[config.mk]
export PLATFORM = sky130hd
export DESIGN_NAME = bram_reg_responder
export DESIGN_NICKNAME = d
export VERILOG_FILES = /design/src/rtl/bram_reg_responder_pkg.sv /design/src/rtl/bram_reg_responder_reg_file.sv /design/src/rtl/bram_reg_responder.sv
export SDC_FILE = /design/constraint.sdc
export NUM_CORES = 2
export LEC_CHECK = 0
export ABC_AREA = 1
export CORE_MARGIN = 1
export CORE_UTILIZATION = 55
export DETAILED_ROUTE_END_ITERATION = 12
export PLACE_DENSITY = 0.73
export SYNTH_ARGS = -nofsm -noshare
export SYNTH_HDL_FRONTEND = slang
export SYNTH_SLANG_ARGS = --single-unit
[constraint.sdc]
create_clock -name aclk -period 3.87 [get_ports aclk]
set_clock_uncertainty 0.1 [all_clocks]
set_input_delay 0.5805 -clock aclk [delete_from_list [all_inputs] [get_ports aclk]]
set_output_delay 0.5805 -clock aclk [all_outputs]
set_load 0.005 [all_outputs]
[src/rtl/bram_reg_responder_pkg.sv]
// Shared types and helpers for the BRAM register responder.
// Holds the host FSM encoding, bus widths and the byte-merge helper.
package bram_reg_responder_pkg;

    localparam int DATA_W = 32;
    localparam int WE_W   = 4;

    typedef enum logic [1:0] {
        ST_IDLE   = 2'd0,
        ST_DRAIN  = 2'd1,
        ST_ACCESS = 2'd2,
        ST_ACK    = 2'd3
    } state_t;

    // Replace only the bytes of 'old_w' whose enable bit is set.
    function automatic logic [DATA_W-1:0] byte_merge(
        input logic [DATA_W-1:0] old_w,
        input logic [DATA_W-1:0] new_w,
        input logic [WE_W-1:0]   we
    );
        logic [DATA_W-1:0] w_res;
        w_res = old_w;
        for (int b = 0; b < WE_W; b++) begin
            if (we[b]) begin
                w_res[b*8 +: 8] = new_w[b*8 +: 8];
            end
        end
        return w_res;
    endfunction

endpackage

[src/rtl/bram_reg_responder_reg_file.sv]
// DEPTH x 32 register array with one byte-masked write port.
// Ports: aclk/areset, i_we (byte enables, 0 = no write), i_addr (word
// index), i_wdata, o_rdata (current word at i_addr, i.e. the pre-write
// value, which the top registers to give read-first behaviour).
module bram_reg_responder_reg_file
    import bram_reg_responder_pkg::*;
#(
    parameter int DEPTH = 32
) (
    input  logic                     aclk,
    input  logic                     areset,
    input  logic [WE_W-1:0]          i_we,
    input  logic [$clog2(DEPTH)-1:0] i_addr,
    input  logic [DATA_W-1:0]        i_wdata,
    output logic [DATA_W-1:0]        o_rdata
);

    logic [DATA_W-1:0] r_mem [DEPTH];

    always_ff @(posedge aclk) begin
        if (areset) begin
            for (int i = 0; i < DEPTH; i++) begin
                r_mem[i] <= '0;
            end
        end else if (|i_we) begin
            r_mem[i_addr] <= byte_merge(r_mem[i_addr], i_wdata, i_we);
        end
    end

    assign o_rdata = r_mem[i_addr];

endmodule

[src/rtl/bram_reg_responder.sv]
// Memory-side responder for the gpio_reg_array BRAM port plus a host
// request/ack port. Ports: aclk/areset; BRAM_* initiator port with
// registered BRAM_rddata and BRAM_busy hold-off; host_req/we/addr/wdata
// in, host_rdata/host_ack out; err_collision sticky violation flag.
module bram_reg_responder
    import bram_reg_responder_pkg::*;
#(
    parameter int          DEPTH      = 32,
    parameter int          BRAM_WIDTH = 11,
    parameter logic [31:0] OOR_DATA   = 32'h0000_0000
) (
    input  logic                     aclk,
    input  logic                     areset,
    input  logic [BRAM_WIDTH-1:0]    BRAM_addr,
    input  logic                     BRAM_en,
    input  logic [WE_W-1:0]          BRAM_we,
    input  logic [DATA_W-1:0]        BRAM_wrdata,
    output logic [DATA_W-1:0]        BRAM_rddata,
    output logic                     BRAM_busy,
    input  logic                     host_req,
    input  logic [WE_W-1:0]          host_we,
    input  logic [$clog2(DEPTH)-1:0] host_addr,
    input  logic [DATA_W-1:0]        host_wdata,
    output logic [DATA_W-1:0]        host_rdata,
    output logic                     host_ack,
    output logic                     err_collision
);

    localparam int IW = $clog2(DEPTH);

    state_t            r_state;
    logic [DATA_W-1:0] r_bram_rddata;
    logic [DATA_W-1:0] r_host_rdata;
    logic              r_err;

    logic [IW-1:0]     w_bram_idx;
    logic              w_bram_oor;
    logic              w_host_sel;
    logic [IW-1:0]     w_rf_addr;
    logic [WE_W-1:0]   w_rf_we;
    logic [DATA_W-1:0] w_rf_wdata;
    logic [DATA_W-1:0] w_rf_rdata;

    assign w_bram_idx = BRAM_addr[IW+1:2];
    // Any address bit above the word-index field puts us out of range.
    assign w_bram_oor = (BRAM_addr >> (IW + 2)) != '0;

    // The host owns the array only on the ACCESS edge; in every other
    // state the BRAM side drives it, so DRAIN accesses still land.
    assign w_host_sel = (r_state == ST_ACCESS);
    assign w_rf_addr  = w_host_sel ? host_addr : w_bram_idx;
    assign w_rf_wdata = w_host_sel ? host_wdata : BRAM_wrdata;

    always_comb begin
        w_rf_we = '0;
        if (w_host_sel) begin
            w_rf_we = host_we;
        end else if (BRAM_en && !w_bram_oor) begin
            w_rf_we = BRAM_we;
        end
    end

    bram_reg_responder_reg_file #(
        .DEPTH (DEPTH)
    ) u_rf (
        .aclk    (aclk),
        .areset  (areset),
        .i_we    (w_rf_we),
        .i_addr  (w_rf_addr),
        .i_wdata (w_rf_wdata),
        .o_rdata (w_rf_rdata)
    );

    always_ff @(posedge aclk) begin
        if (areset) begin
            r_state       <= ST_IDLE;
            r_bram_rddata <= '0;
            r_host_rdata  <= '0;
            r_err         <= 1'b0;
        end else begin
            case (r_state)
                ST_IDLE: begin
                    if (host_req) begin
                        r_state <= ST_DRAIN;
                    end
                end
                ST_DRAIN: begin
                    r_state <= ST_ACCESS;
                end
                ST_ACCESS: begin
                    r_host_rdata <= w_rf_rdata;
                    r_state      <= ST_ACK;
                end
                default: begin
                    r_state <= ST_IDLE;
                end
            endcase

            // Reads and writes both refresh the read register with the
            // pre-write word; a strobe while the host owns the array is
            // dropped and flagged.
            if (BRAM_en) begin
                if (w_host_sel) begin
                    r_bram_rddata <= OOR_DATA;
                    r_err         <= 1'b1;
                end else if (w_bram_oor) begin
                    r_bram_rddata <= OOR_DATA;
                end else begin
                    r_bram_rddata <= w_rf_rdata;
                end
            end
        end
    end

    assign BRAM_rddata   = r_bram_rddata;
    assign host_rdata    = r_host_rdata;
    assign BRAM_busy     = (r_state != ST_IDLE);
    assign host_ack      = (r_state == ST_ACK);
    assign err_collision = r_err;

endmodule
==> flow_metrics.py <==
metrics = {
    "layout": {
        "area_delta_synth_final_pct": 15.4,
        "drive_above_1_share_pct": 9.00,
        "final_cell_mix": "nor2_1, nand2_1, edfxtp_1, inv_1, o21ai_0",
        "final_common_cell": "nor2_1",
        "final_nets": 5715,
    },
    "synth": {
        "synth_area_leaders": "edfxtp_1, nor2_1, nand2_1",
        "synth-edff-count": 1024,
        "synth_top_area_cell": "edfxtp_1",
        "yosysSeqAreaShare_pct": 63.5,
        "syn_inst": 5459,
        "yosysWarnings": 0,
        "synthAdderAreaFrac_pct": 0.0743,
        "synthSimpleGateAreaFrac_pct": 25.4,
        "synth_ff_type": "edfxtp_1",
        "synth_nets": 5554,
        "muxShareOfSynthArea_pct": 0,
        "synth-xor-area-share_pct": 0,
        "synth_top_family_by_area": "simple AND/OR/NAND/NOR gates",
        "netlist.area_leader.share_pct": 60.9,
        "synth_cell_types": 29,
        "synth_area_per_cell_sq_um": 9.25,
        "ys_ff_latch": 1091,
        "synth_compound_area_share_pct": 2.78,
        "netlist_area_sq_um": 50500,
        "async_flop_share_pct": 0,
    },
    "worst_setup_path": {
        "cp.arrival_ns": 3.96,
        "cp-end-kind": "register",
        "cp_data_required_time_ns": 4.19,
        "r2r_cells": 17,
        "critical_path_class": "register to register",
        "worstPathMaxFanout": 24,
        "critPathLaunchType": "register",
    },
    "timing": {
        "tightest_slew_ns": 0.821,
        "finalMaxSlewViolations": 0,
        "timing.hold.ws_ns": 0.367,
        "hold_viol": 0,
        "grt_setup_unrepaired": "false",
        "fmaxAchievable_ghz": 0.275,
        "finalWorstSetupSlack_ns": 0.235,
        "period_share_pct": 93.9,
        "slew_headroom_pct": 45.3,
        "setup-violations-final": 0,
        "final.setup.tns_ns": 0,
        "finalCriticalPeriod_ns": 3.63,
    },
    "clocking": {
        "clock_sinks": 1091,
        "insertion_delay_ns": 0.70,
        "cts_buffer_depth": 3,
        "cts.reportedPaths.clkPinSlew_ns": 0.06,
        "root_buffer": "clkbuf_16",
        "cts_buffers": 106,
        "h-tree-depth": 3,
        "ctsHoldBuffers": 0,
        "tritoncts": "built",
        "cts_setup_buffers": 0,
        "cts_resized": 0,
    },
    "pwr": {
        "switching_share_pct": 42.8,
        "pwr-share-seq_pct": 31.4,
        "p_switching_w": 0.0190,
        "p_comb_share_pct": 45.4,
        "leakage_nw": 24.6,
        "p_int_w": 0.0254,
        "irDropWorstVdd_uv": 643,
        "p_clk_share_pct": 23.1,
        "powerDensity_nw_per_um2": 761,
    },
    "detailed_routing": {
        "vias_per_cell": 5.73,
        "wl_per_cell_um": 22.7,
        "met2_length_um": 70500,
        "ant_nets": 0,
        "wl_met3_um": 21900,
        "routed-via-count": 39500,
        "post-route-drc-count": 0,
        "drt_wl_total_um": 156000,
        "drtIter0Drc": 5742,
        "drt_first_pass_iters": 6,
        "top_layer": "met4",
        "wl_met1_um": 55100,
    },
    "die": {
        "fp.dieH_um": 305,
        "dieArea_sq_um": 93000,
        "initial_core_util_pct": 55.8,
        "dieWidth_um": 305,
        "rows": 110,
        "num_io_pins": 159,
        "core_area_sq_um": 90400,
    },
    "run_status": {
        "outcome": "completed",
    },
    "grt": {
        "antenna_found_initial": 1,
        "grt_pass1_wl_um": 230000,
        "overflow": 0,
        "grt_pass1_vias": 37600,
        "gr-usage-all-layers_pct": 33.5,
        "grt_max_degree": 89,
    },
    "worst_hold_path": {
        "hold_depth": 2,
        "hp-class": "register to register",
    },
    "flow_run": {
        "maxCapViolCount": 0,
    },
    "placement": {
        "dpl.hpwl_um": 96100,
        "globalplace.congestion": 0.892,
        "pre_cts_ws_ns": 0.0730,
        "io_buffer_count": 156,
    },
}
cells by family (layout without fill, tap and decap cells):
family / Yosys count / after routing
other: 0 / 3
AOI/OAI and AO/OA: 276 / 276
and+or+nand+nor: 3148 / 3148
DFF: 1091 / 1091
buffers and inverters: 941 / 1191
adders and majority gates: 3 / 3
per-stage QoR:
stage / cells / power, W / instance area (sq um) / utilization (%)
finish: 6888 / 0.0443 / 58300 / 64.4
global route: 6885 / 0.0458 / 58300 / 64.4
CTS: 6885 / 0.0439 / 58300 / 64.4
detailed placement: 6688 / 0.0337 / 54900 / 60.7
global placement: 6688 / 0.0334 / 54900 / 60.7
floorplan: 5459 / 0.0247 / 50500 / -
cells in the mapped netlist (2+ instances only):
library cell / count
nor2_1: 1656
nand2_1: 1117
edfxtp_1: 1024
inv_1: 545
o21ai_0: 232
nand3_1: 174
nand4_1: 144
buf_2: 140
clkbuf_1: 126
buf_4: 103
dfxtp_1: 67
a21oi_1: 37
nand4_2: 20
buf_1: 14
nand2_2: 13
buf_6: 7
inv_2: 6
nand4_4: 6
nor2_4: 6
nor2_2: 4
ha_1: 3
nand2_4: 3
nand3b_1: 3
o21ai_1: 3
o21ai_2: 2
critical path, stage by stage (launching register included):
cell	delay [ns]
dfxtp_1	0.32
inv_1	0.13
ha_4	0.28
inv_2	0.15
nand2_1	0.16
nand2_2	0.13
buf_12	0.19
nor2_4	0.15
buf_12	0.19
buf_12	0.22
nand2_1	0.07
nand4_1	0.20
nand2_1	0.09
nor2_1	0.31
nand3_1	0.12
nand2_1	0.20
buf_12	0.21
nor2_1	0.07
metal layers:
layer | vias to the layer above | global-route usage, %
li1 | 17800 | -
met1 | 18400 | 43.6
met2 | 2799 | 52.4
met3 | 449 | 7.26
met4 | 0 | 18.2
met5 | - | 0
path summary, 6_finish.rpt:
path	from	to	slack (ns)
max	r_state[0]$_SDFFE_PP0P_	u_rf.r_mem[10][8]$_SDFFCE_PN0P_	0.24
min	BRAM_rddata[12]$_SDFFE_PP0P_	BRAM_rddata[12]$_SDFFE_PP0P_	0.37
max reg2reg	r_state[0]$_SDFFE_PP0P_	u_rf.r_mem[10][8]$_SDFFCE_PN0P_	0.24
min reg2reg	BRAM_rddata[12]$_SDFFE_PP0P_	BRAM_rddata[12]$_SDFFE_PP0P_	0.37
sequential cells by signal (all words and copies together), names as in the netlist:
name	count
u_rf.r_mem	1024
host_rdata	32
err_collision	1
r_state	2
BRAM_rddata	32
area by class of cell:
cell class	instances	area, sq um
Multi-Input combinational cell	3427	14400
Clock inverter	64	584
Inverter	551	2070
Sequential cell	1091	32100
Fill cell	6854	32200
Tap cell	1176	1470
Antenna cell	3	7.51
Timing Repair Buffer	443	4870
Clock buffer	133	2800
power by group through the flow:
stage | sequential [W] | combinational (W) | clock [W]
after global placement | 0.0141 | 0.0193 | 0
after CTS | 0.0139 | 0.0197 | 0.0103
final | 0.0139 | 0.0201 | 0.0103
after detailed placement | 0.0142 | 0.0196 | 0
after floorplan | 0.0142 | 0.0105 | 0
after global routing | 0.0140 | 0.0211 | 0.0107
Note: power is estimated with default switching activity, not from simulation.
